===== config.mk =====
export PLATFORM = sky130hd
export DESIGN_NAME = cirno9_boot_loader
export DESIGN_NICKNAME = d
export VERILOG_FILES = /design/src/rtl/cirno9_boot_pkg.sv /design/src/rtl/cirno9_byte_packer.sv /design/src/rtl/cirno9_boot_loader.sv
export SDC_FILE = /design/constraint.sdc
export NUM_CORES = 1
export LEC_CHECK = 0
export BUFFER_PORTS_ARGS = -buffer_cell sky130_fd_sc_hd__buf_2
export CORE_MARGIN = 8
export CORE_UTILIZATION = 30
export CTS_CLUSTER_DIAMETER = 150
export CTS_CLUSTER_SIZE = 24
export DETAILED_ROUTE_END_ITERATION = 12
export PLACE_DENSITY = 0.58
export SLEW_MARGIN = 20
export SYNTH_ARGS = -nofsm -noshare
export SYNTH_HDL_FRONTEND = slang
export SYNTH_SLANG_ARGS = --single-unit
export TNS_END_PERCENT = 20

===== constraint.sdc =====
create_clock -name clk -period 2.2 [get_ports clk]
set_input_delay 0.44 -clock clk [delete_from_list [all_inputs] [get_ports clk]]
set_output_delay 0.44 -clock clk [all_outputs]
set_load 0.02 [all_outputs]

===== src/rtl/cirno9_boot_pkg.sv =====
// Shared definitions for the cirno9 boot loader: FSM encoding and the default
// frame start marker.
package cirno9_boot_pkg;

   typedef enum logic [2:0] {
      ST_SYNC,
      ST_HDR,
      ST_DATA,
      ST_CSUM,
      ST_DONE,
      ST_ERR
   } boot_state_e;

   localparam logic [7:0] SYNC_BYTE_DEF = 8'hA5;

endpackage


===== src/rtl/cirno9_byte_packer.sv =====
// Little-endian byte-to-word packer with a one-cycle SRAM write strobe issued
// the cycle after the fourth byte of each word is pushed.
module cirno9_byte_packer #(
   parameter int ADDR_W = 14
) (
   input  logic              clk_i,
   input  logic              rst_ni,
   input  logic              clr_i,
   input  logic              push_i,
   input  logic [7:0]        byte_i,
   input  logic [ADDR_W-1:0] addr_i,
   output logic              word_last_o,
   output logic              we_o,
   output logic [ADDR_W-1:0] addr_o,
   output logic [31:0]       wdata_o
);

   logic [1:0]        lane_q, lane_d;
   logic [23:0]       word_q, word_d;
   logic              we_q;
   logic [ADDR_W-1:0] addr_q;
   logic [31:0]       wdata_q;

   assign word_last_o = push_i && (lane_q == 2'd3);

   always_comb begin
      lane_d = lane_q;
      word_d = word_q;
      if (clr_i) begin
         lane_d = '0;
      end else if (push_i) begin
         lane_d = lane_q + 2'd1;
         case (lane_q)
            2'd0:    word_d[7:0]   = byte_i;
            2'd1:    word_d[15:8]  = byte_i;
            2'd2:    word_d[23:16] = byte_i;
            default: ;
         endcase
      end
   end

   // The top byte is taken straight from the input so the word retires in the same cycle.
   always_ff @(posedge clk_i or negedge rst_ni) begin
      if (!rst_ni) begin
         lane_q  <= '0;
         word_q  <= '0;
         we_q    <= 1'b0;
         addr_q  <= '0;
         wdata_q <= '0;
      end else begin
         lane_q <= lane_d;
         word_q <= word_d;
         we_q   <= word_last_o;
         if (word_last_o) begin
            addr_q  <= addr_i;
            wdata_q <= {byte_i, word_q};
         end
      end
   end

   assign we_o    = we_q;
   assign addr_o  = addr_q;
   assign wdata_o = wdata_q;

endmodule


===== src/rtl/cirno9_boot_loader.sv =====
// Framed byte-stream program loader: writes the image into SRAM and releases
// the core from reset once the frame checksum verifies.
module cirno9_boot_loader #(
   parameter int          ADDR_W    = 14,
   parameter int          BASE_WORD = 0,
   parameter int          MAX_WORDS = 16384,
   parameter logic [7:0]  SYNC_BYTE = cirno9_boot_pkg::SYNC_BYTE_DEF
) (
   input  logic              clk,
   input  logic              rst_n,
   input  logic              byte_vld,
   input  logic [7:0]        byte_dat,
   output logic              byte_rdy,
   output logic              sram_we,
   output logic [ADDR_W-1:0] sram_addr,
   output logic [31:0]       sram_wdata,
   output logic              core_rst_n,
   output logic              load_done,
   output logic              load_err
);

   import cirno9_boot_pkg::*;

   localparam logic [ADDR_W-1:0] BASE_ADDR = ADDR_W'(BASE_WORD);
   localparam logic [31:0]       MAX_W32   = 32'(MAX_WORDS);

   boot_state_e       state_q, state_d;
   logic [1:0]        hdr_cnt_q, hdr_cnt_d;
   logic [31:0]       nwords_q, nwords_d;
   logic [7:0]        sum_q, sum_d;
   logic [ADDR_W:0]   idx_q, idx_d;
   logic              rdy_q, rdy_d;
   logic              done_q, done_d;
   logic              err_q, err_d;

   logic              hs;
   logic              push;
   logic              word_last;
   logic [7:0]        sum_add;
   logic [31:0]       n_full;
   logic [ADDR_W-1:0] wr_addr;

   assign hs      = byte_vld && rdy_q;
   assign push    = hs && (state_q == ST_DATA);
   assign sum_add = sum_q + byte_dat;
   assign n_full  = {byte_dat, nwords_q[31:8]};
   // Index carries one extra bit so a full-size image cannot wrap; the address does.
   assign wr_addr = BASE_ADDR + idx_q[ADDR_W-1:0];

   cirno9_byte_packer #(
      .ADDR_W(ADDR_W)
   ) u_packer (
      .clk_i      (clk),
      .rst_ni     (rst_n),
      .clr_i      (state_q != ST_DATA),
      .push_i     (push),
      .byte_i     (byte_dat),
      .addr_i     (wr_addr),
      .word_last_o(word_last),
      .we_o       (sram_we),
      .addr_o     (sram_addr),
      .wdata_o    (sram_wdata)
   );

   always_ff @(posedge clk or negedge rst_n) begin
      if (!rst_n) begin
         state_q   <= ST_SYNC;
         hdr_cnt_q <= '0;
         nwords_q  <= '0;
         sum_q     <= '0;
         idx_q     <= '0;
         rdy_q     <= 1'b0;
         done_q    <= 1'b0;
         err_q     <= 1'b0;
      end else begin
         state_q   <= state_d;
         hdr_cnt_q <= hdr_cnt_d;
         nwords_q  <= nwords_d;
         sum_q     <= sum_d;
         idx_q     <= idx_d;
         rdy_q     <= rdy_d;
         done_q    <= done_d;
         err_q     <= err_d;
      end
   end

   // The sync marker itself is not part of the checksum.
   always_comb begin
      state_d   = state_q;
      hdr_cnt_d = hdr_cnt_q;
      nwords_d  = nwords_q;
      sum_d     = sum_q;
      idx_d     = idx_q;
      if (hs) begin
         case (state_q)
            ST_SYNC, ST_ERR: begin
               if (byte_dat == SYNC_BYTE) begin
                  state_d   = ST_HDR;
                  sum_d     = '0;
                  hdr_cnt_d = '0;
               end
            end
            ST_HDR: begin
               sum_d     = sum_add;
               nwords_d  = n_full;
               hdr_cnt_d = hdr_cnt_q + 2'd1;
               if (hdr_cnt_q == 2'd3) begin
                  idx_d = '0;
                  if (n_full > MAX_W32)       state_d = ST_ERR;
                  else if (n_full == 32'd0)   state_d = ST_CSUM;
                  else                        state_d = ST_DATA;
               end
            end
            ST_DATA: begin
               sum_d = sum_add;
               if (word_last) begin
                  idx_d = idx_q + 1'b1;
                  if (32'(idx_q) + 32'd1 == nwords_q) state_d = ST_CSUM;
               end
            end
            ST_CSUM: begin
               sum_d   = sum_add;
               state_d = (sum_add == 8'd0) ? ST_DONE : ST_ERR;
            end
            default: ;
         endcase
      end
   end

   always_comb begin
      rdy_d  = (state_d != ST_DONE);
      done_d = (state_d == ST_DONE);
      err_d  = (state_d == ST_ERR);
   end

   assign byte_rdy   = rdy_q;
   assign core_rst_n = done_q;
   assign load_done  = done_q;
   assign load_err   = err_q;

endmodule


* After elaboration in Yosys (flattened, before gate mapping)
Cells that the tools add are included.
** Storage, ports and cells
- Word-level logic and storage cells :: 77
- Register bits :: 136
- Output and inout port bits :: 51
** Cells by class
- Add/subtract/negate cells :: 5
- Order comparisons :: 1
- Bitwise gates (word level) :: 1
- Reductions and logical operators :: 20
- Muxes and demuxes :: 18
- Equality and inequality tests :: 17
** Operators with widths (count)
- 16-bit by 32-bit == test with 1-bit output :: 1
- 32-bit by 15-bit > comparator with 1-bit output (second input constant) :: 1
- 32-bit logical NOT :: 1
- 15-bit two-way mux :: 2
- 15-bit case mux with 2 select lines :: 1
- 3-bit two-way mux :: 6
- 15-bit by 1-bit adder with 16-bit output (second input constant) :: 1
- 8-bit case mux with 2 select lines :: 1
- 15-bit by 1-bit adder with 15-bit output (second input constant) :: 1
- 3-bit AND reduction :: 5
- 3-bit case mux with 4 select lines :: 1
- 3-bit == test (second input constant) :: 3
- 8-bit adder :: 1
- 8-bit == test (second input constant) :: 1
- 8-bit logical NOT :: 1
- 8-bit two-way mux :: 1
- 2-bit nonzero test :: 4
- 2-bit == test (second input constant) :: 3
- 3-bit by 2-bit == test with 1-bit output (second input constant) :: 2
- 2-bit two-way mux :: 3
- 2-bit by 1-bit adder with 2-bit output (second input constant) :: 2
- 2-bit inequality test (second input constant) :: 2
- 2-bit case mux with 2 select lines :: 1
- 4-bit AND reduction :: 1
- 13 further kinds :: 16

* Longest topological paths before layout
Gate-level depths: netlist of run 1.
- Depth after elaboration :: 7
- Mapped depth :: 8
- Depth with buffers taken out :: 8

* Cells and area by module
A second synthesis of run 1 with hierarchy kept.
** Second synthesis, totals
- Cells, all modules :: 531
- Area total of the unflattened synthesis :: 6657.6 µm²
** By module, submodules not included
- cirno9_boot_loader :: sequential area each 1576.5 µm², instances 1, cells each 367, area an instance 3718.6 µm²
- cirno9_byte_packer :: sequential area each 1826.8 µm², instances 1, cells each 164, area an instance 2939.1 µm²

* Least setup slack after synthesis of run 1
OpenSTA, ideal clock, no wires.
- Path type :: input-to-reg
- From :: input byte_dat[0]
- To :: register done_q, in the netlist core_rst_n
- Path buffers :: 0
- Setup time :: 0.067 ns
- Cell stages on the path :: 8
- Slack :: -0.213 ns
- Data arrival time :: 2.346 ns
- Cells stage by stage :: ha_1 > fa_1 > a211oi_1 > o21ba_2 > o221ai_1 > o311ai_0 > o211a_1 > and3_1
** On the way
- Longest elaborated chain between the ends :: 7
- Elaborated cells on any way between the ends :: 13
- Those cells by class :: add/sub: 1; order compare: 1; eq/ne: 2; mux: 7; reduce/logical: 2
** Ends and longest elaborated chain
- start: declaration :: line cirno9_boot_loader.sv:12 : input logic [7:0] byte_dat,
- branches (longest 4 deep; another with 32-bit by 15-bit > comparator with 1-bit output)
- 3-bit case mux with 4 select lines (*) :: line cirno9_boot_loader.sv:95 : case (state_q)
- 3-bit two-way mux (*) :: line cirno9_boot_loader.sv:94 : if (hs) begin
- 3-bit == test (*) :: line cirno9_boot_loader.sv:132 : done_d = (state_d == ST_DONE);
- named net done_d :: line cirno9_boot_loader.sv:33 : logic done_q, done_d;
- end signal: assignment :: line cirno9_boot_loader.sv:82 : done_q <= done_d;
- end: declaration :: line cirno9_boot_loader.sv:33
Mark *: on every way through the listed nets, which the timed path passes.
A chain may end at the register's enable or synchronous reset.

* Worst setup path in the final report of run 1
- From :: register sum_q[0]
- To :: register done_q, in the netlist core_rst_n
** On the way
- Longest elaborated chain between the ends :: 6
** Ends and longest elaborated chain
- start: declaration :: line cirno9_boot_loader.sv:30 : logic [7:0] sum_q, sum_d;
- start signal: assignment :: line cirno9_boot_loader.sv:79 : sum_q <= sum_d;
- 8-bit adder :: line cirno9_boot_loader.sv:45 : assign sum_add = sum_q + byte_dat;
- 8-bit logical NOT :: line cirno9_boot_loader.sv:123 : state_d = (sum_add == 8'd0) ? ST_DONE : ST_ERR;
- 1-bit two-way mux :: line cirno9_boot_loader.sv:123
- 3-bit case mux with 4 select lines :: line cirno9_boot_loader.sv:95
- 3-bit two-way mux :: line cirno9_boot_loader.sv:94
- 3-bit == test :: line cirno9_boot_loader.sv:132
- named net done_d :: line cirno9_boot_loader.sv:33
The timed path passes the listed nets, and every way through them passes these cells.

==> results of run 1 <==
-- stage by stage --
step	instances	power, W	hold WS (ns)	setup WS (ns)
5_1_grt	1053	0.00774	0.363	-0.233
2_1_floorplan	636	0.00387	0.144	-0.0204
3_5_place_dp	1020	0.00454	0.412	-0.349
6_report	1053	0.00736	0.351	-0.103
3_3_place_gp	1020	0.00450	0.418	-0.286
4_1_cts	1053	0.00745	0.325	-0.101
-- power groups by stage --
stage / registers (W) / clock network [W] / logic (W)
2_1_floorplan: 0.00296 / 0 / 0.000910
3_3_place_gp: 0.00300 / 0 / 0.00150
3_5_place_dp: 0.00301 / 0 / 0.00153
4_1_cts: 0.00296 / 0.00292 / 0.00157
5_1_grt: 0.00299 / 0.00302 / 0.00172
6_report: 0.00296 / 0.00284 / 0.00157
-- worst paths after layout --
check                                      endpoint               start  slack, ns  cells past startpoint
worst max register to register           core_rst_n            sum_q[0]      -0.10                      8
worst min register to register  u_packer.wdata_o[5]  u_packer.word_q[5]       0.46                      2
worst min-delay path             u_packer.lane_q[1]            byte_vld       0.35                      3
min in group asynchronous        u_packer.addr_o[4]               rst_n       0.52                      2
max in group asynchronous              nwords_q[23]               rst_n       1.06                      3
worst max-delay path                     core_rst_n            sum_q[0]      -0.10                      8
-- state kept, by name, summed over array words and instances, names as in the netlist --
| register | cells |
|---|---|
| u_packer.lane_q | 2 |
| load_err | 1 |
| hdr_cnt_q | 2 |
| u_packer.word_q | 24 |
| state_q | 3 |
| core_rst_n | 1 |
| nwords_q | 32 |
| sum_q | 8 |
| u_packer.addr_o | 14 |
| byte_rdy | 1 |
| u_packer.we_o | 1 |
| idx_q | 15 |
| u_packer.wdata_o | 32 |
-- critical path, delay by kind of cell, from the launching register on --
family | cells | cell delay, ns
fa+ha+maj | 2 | 0.55
compound gates | 5 | 1.12
simple gates | 1 | 0.16
flops | 1 | 0.40
-- synthesized netlist by cell type, types with 6 or more instances --
| cell type | instances |
|---|---|
| clkbuf_1 | 21 |
| o21ai_1 | 8 |
| inv_1 | 11 |
| o21ai_0 | 25 |
| nand4_1 | 9 |
| nand2_1 | 169 |
| o31ai_1 | 6 |
| and3_1 | 7 |
| nor4_1 | 12 |
| a22o_1 | 10 |
| xnor2_1 | 15 |
| a21oi_1 | 8 |
| dfrtp_1 | 136 |
| ha_1 | 13 |
| xor2_1 | 6 |
| mux2_2 | 51 |
| nand3_1 | 10 |
| buf_2 | 10 |
| nor2_1 | 31 |
| nor3_1 | 7 |
-- layer usage --
metal	vias up	wire, µm	GRT usage	share of wire
met1	2441	7620	0.163	0.47
met5	-	0	0	0
met3	13	707	0.0334	0.044
li1	2473	-	-	-
met4	0	199	0.0484	0.012
met2	79	7690	0.210	0.47
-- kinds of logic (layout without fill, tap and decap cells) --
logic type               Yosys count  after routing  share of synthesized area
AND/OR/NAND/NOR                  274            274                      0.194
flip-flops                       136            136                      0.526
AO/OA/AOI/OAI                     88             88                     0.0915
multiplexers                      55             55                     0.0958
buffers and inverters             46            188                     0.0315
XOR/XNOR                          22             22                     0.0310
adder cells (fa/ha/maj)           15             15                     0.0298
-- layout make-up --
class | count | area [µm²] | area share
Clock buffer | 19 | 443 | 0.0536
Clock inverter | 12 | 143 | 0.0172
Inverter | 11 | 41.3 | 0.00499
Multi-Input combinational cell | 454 | 2900 | 0.351
Sequential cell | 136 | 3400 | 0.412
Tap cell | 275 | 344 | 0.0416
Timing Repair Buffer | 146 | 993 | 0.120
-- what timing repair did --
action,4_1_cts,5_1_grt
setup endpoints to repair,4,4
hold buffers,1,0
resized for setup,3,0
pin swaps,6,0
gates cloned,0,0
setup buffers,1,0
endpoints found under the hold margin,45,0
==> results.yml, run 1 <==
synthesis:
  netlist.area_leader.share: 0.526
  async_flop_share: 1.00
  ys_seq_area_frac: 0.526
  syn_nets: 661
  ys_warn_count: 0
  synth_seq_cells: 136
  syn_inst: 636
  synth_cell_types: 62
  syn_area_per_cell_um2: 10.2
  ys.flop_type: "dfrtp_1"
  synth_edf_count: 0
  netlist_area_mm2: 0.00647
  synth_largest_area_cell: "dfrtp_1"
  synth.top_cells.by_area: "dfrtp_1, nand2_1, mux2_2"
layout:
  finalNetCount: 791
  diodes: 0
  nFillCells: 2092
  drive_above_1_share: 0.311
  area.growth.synth_to_final_pct: 27.9
  finalInstanceArea_mm2: 0.00827
  final_core_util: 0.392
  layout_common_cells: "nand2_1, dfrtp_1, buf_4"
  final_common_cell: "nand2_1"
status:
  status: "finished, violations left"
  violations: "setup timing"
timing:
  fmax_mhz: 434
  finalSetupTns_ns: -0.289
  maxSlewViolCount: 0
  setup_violations: 4
  finalHoldViolations: 0
  finalCritPeriodShare: 1.05
  finalCriticalPeriod_ns: 2.30
  fin_ws_ns: -0.103
  relSlewSlack: 0.697
  fin_worst_skew_ns: 0.00821
  rsz0062_at_grt: "yes"
  worst_pin_slew_ns: 0.455
power_and_ir_drop:
  switching_share: 0.281
  pwr-share-seq: 0.402
  intPower_w: 0.00530
  clock_power_share: 0.385
  leakage_nw: 4.21
  peakVddDrop_uv: 619
  combPwrFrac: 0.213
  powerDensity_mw_per_mm2: 891
  p_sw_w: 0.00207
floorplan:
  dieArea_mm2: 0.0265
  fp-row-count: 53
  die_h_um: 163
  die_x_um: 163
  core_area_mm2: 0.0211
  num_io_pins: 62
  start_util: 0.307
placement:
  dp_hpwl_mm: 11.4
  gp_congestion: 0.839
  numPortBuffers: 61
  postPlaceCellArea_mm2: 0.00765
cts:
  cts.sinks: 136
  clk_pin_slew_ns: 0.06
  clk_latency_ns: 0.42
  cts-root-buf: "clkbuf_16"
  clockBufferDepth: 2
  cts_tree: "done"
  htreeDepth: 4
  cts_made_buffers: 17
route:
  wirelength_mm: 16.2
  viasPerCell: 4.75
  postRouteAntennaNets: 0
  num_vias: 5006
  drcViolationCount: 0
  drtIter0Drc: 259
  first_pass_iters: 4
  wl_per_cell_um: 15.4
worst_setup_path:
  path_class: "reg -> reg"
  start_kind: "flop"
  path_cells: "ha_4, fa_2, a211oi_4, o21ba_2, o221ai_1, o311ai_1, o211a_1, and3_1"
  max_stage_delay_ns: 0.40
  critPathRequiredTime_ns: 2.56
  crit_arrival_ns: 2.66
  worstSetupEndpointType: "flop"
  critPathSlowestCell: "dfrtp_1"
  crit_fanout: 4
global_route:
  grt-ovfl-total: 0
  grt_max_degree: 49
  antenna_found_initial: 0
  grtUsageTotal: 0.129
  grt_pass1_wl_mm: 27.1
  grt_pass1_vias: 5099
job:
  maxCapViolations: 0
hold_path:
  hp-class: "in -> reg"
(Power assumes the default switching activity.)
==> inputs of run 2 (changes only) <==
--- a/config.mk
+++ b/config.mk
@@ -7,11 +7,11 @@
 export LEC_CHECK = 0
 export BUFFER_PORTS_ARGS = -buffer_cell sky130_fd_sc_hd__buf_2
 export CORE_MARGIN = 8
-export CORE_UTILIZATION = 30
+export CORE_UTILIZATION = 40
 export CTS_CLUSTER_DIAMETER = 150
 export CTS_CLUSTER_SIZE = 24
 export DETAILED_ROUTE_END_ITERATION = 12
-export PLACE_DENSITY = 0.58
+export PLACE_DENSITY = 0.7
 export SLEW_MARGIN = 20
 export SYNTH_ARGS = -nofsm -noshare
 export SYNTH_HDL_FRONTEND = slang
==> run 2 against run 1 <==
The run still ends with setup timing left; non-clock buffer count decreased by 12; setup slack improved by 0.012 ns; hold slack better by 0.016 ns; critical path depth stayed put; final cell count shrank 6.6%; fmax is 0.51% higher; total power shrank 1.2%; routed wire length down 4.2%; clock power shrank 3%; cell area shrank 2.1%; sequential share of layout area is 0.88 points higher; sequential power about the same; largest power group unchanged; highest routed layer unchanged.
==> results.yml, run 2 (same netlist as run 1, synthesis figures left out) <==
status:
  status: "finished, violations left"
  violations: "setup timing"
placement:
  numPortBuffers: 61
  gp_congestion: 0.892
  pre_cts_ws_ns: -0.335
  dp_hpwl_mm: 11.0
worst_setup_path:
  worstSetupEndpointType: "flop"
  critPathRequiredTime_ns: 2.56
  cp_top_family: "compound AO/OA/AOI/OAI gates"
  crit_fanout: 4
  max_stage_delay_ns: 0.40
  critPathSlowestCell: "dfrtp_1"
  start_kind: "flop"
  crit_arrival_ns: 2.65
  path_cells: "ha_4, fa_2, xor2_1, nor3_1, o221ai_2, o311ai_1, o211a_1, and3_1"
  critPathBufInv: 0
  path_class: "reg -> reg"
power_and_ir_drop:
  pwr-share-seq: 0.408
  peakVddDrop_uv: 624
  p_sw_w: 0.00209
  switching_share: 0.288
  combPwrFrac: 0.214
  intPower_w: 0.00518
  powerDensity_mw_per_mm2: 899
  leakage_nw: 4.13
  clock_power_share: 0.378
global_route:
  grt_pass1_wl_mm: 26.3
  grt-ovfl-total: 0
  antenna_found_initial: 0
  grt_pass1_vias: 5168
  grtUsageTotal: 0.163
  grt_max_degree: 54
layout:
  multiInputGateArea_mm2: 0.00292
  finalNetCount: 779
  seq_area_mm2: 0.00340
  nFillCells: 1428
  drive_above_1_share: 0.301
  final_common_cell: "nand2_1"
  area.growth.synth_to_final_pct: 25.2
  layout_common_cells: "nand2_1, dfrtp_1, buf_4"
  diodes: 0
timing:
  worst_pin_slew_ns: 0.499
  finalCritPeriodShare: 1.04
  whs_ns: 0.367
  maxSlewViolCount: 0
  finalCriticalPeriod_ns: 2.29
  finalSetupTns_ns: -0.284
  fin_ws_ns: -0.0915
  setup_violations: 4
  relSlewSlack: 0.664
  fin_worst_skew_ns: 0.0104
  fmax_mhz: 436
  rsz0062_at_grt: "yes"
  finalHoldViolations: 0
route:
  viasPerCell: 5.08
  wirelength_mm: 15.5
  first_pass_iters: 4
  wl_per_cell_um: 15.8
  postRouteAntennaNets: 0
  drtIter0Drc: 279
  num_vias: 4998
  drcViolationCount: 0
floorplan:
  fp-row-count: 46
  core_area_mm2: 0.0158
  die_h_um: 143
  die_x_um: 143
  start_util: 0.409
  dieArea_mm2: 0.0205
  num_io_pins: 62
cts:
  cts-root-buf: "clkbuf_16"
  clk_latency_ns: 0.42
  cts.sinks: 136
  cts_tree: "done"
  clockBufferDepth: 2
  htreeDepth: 4
  cts_made_buffers: 17
  clk_pin_slew_ns: 0.06
job:
  maxCapViolations: 0
hold_path:
  hp-class: "in -> reg"
-- run 2: per-layer routing --
layer | track usage | vias up | routed length, µm
li1 | - | 2441 | -
met1 | 0.200 | 2455 | 6850
met2 | 0.270 | 84 | 7700
met3 | 0.0424 | 18 | 785
met4 | 0.0621 | 0 | 206
met5 | 0 | - | 0
-- run 2: stage by stage --
step	area, µm²	util	total power (W)	cells
2_1_floorplan	6490	-	0.00387	636
3_3_place_gp	7470	0.472	0.00443	948
3_5_place_dp	7470	0.472	0.00448	948
6_report	8100	0.511	0.00728	983
5_1_grt	8100	0.511	0.00763	983
4_1_cts	8090	0.511	0.00732	983
-- run 2: layout make-up --
cell class,count,share of cell area
sequential,136,0.420
multi-input combinational,454,0.360
timing repair buffer,134,0.110
clock buffer,19,0.0547
tap,216,0.0334
clock inverter,13,0.0165
inverter,11,0.00510
-- run 2: worst reg2reg max path, cell delays in order (launching register included) --
cell and delay [ns]:
dfrtp_1 0.40, ha_4 0.17, fa_2 0.37, xor2_1 0.19, nor3_1 0.25, o221ai_2 0.16
o311ai_1 0.29, o211a_1 0.24, and3_1 0.16
-- run 2: final timing paths --
check | start | to | slack, ns | depth (start not counted)
setup / recovery | sum_q[0] | core_rst_n | -0.09 | 8
hold / removal | byte_vld | u_packer.lane_q[1] | 0.37 | 3
setup reg to reg | sum_q[0] | core_rst_n | -0.09 | 8
hold reg to reg | u_packer.word_q[18] | u_packer.wdata_o[18] | 0.46 | 2
max in group asynchronous | rst_n | nwords_q[17] | 1.06 | 3
min in group asynchronous | rst_n | u_packer.wdata_o[0] | 0.51 | 2
-- run 2: what timing repair did --
item,4_1_cts,5_1_grt
endpoints found under the setup margin,4,4
hold buffers,1,0
pin swaps,8,2
buffers inserted,2,0
endpoints found under the hold margin,42,0
resized for setup,3,1
-- run 2: power groups by stage --
stage | Sequential [W] | Combinational [W] | Clock, W
floorplan | 0.00296 | 0.000910 | 0
global placement | 0.00299 | 0.00144 | 0
detailed placement | 0.00300 | 0.00148 | 0
CTS | 0.00296 | 0.00156 | 0.00281
global route | 0.00300 | 0.00171 | 0.00292
finish | 0.00297 | 0.00156 | 0.00275
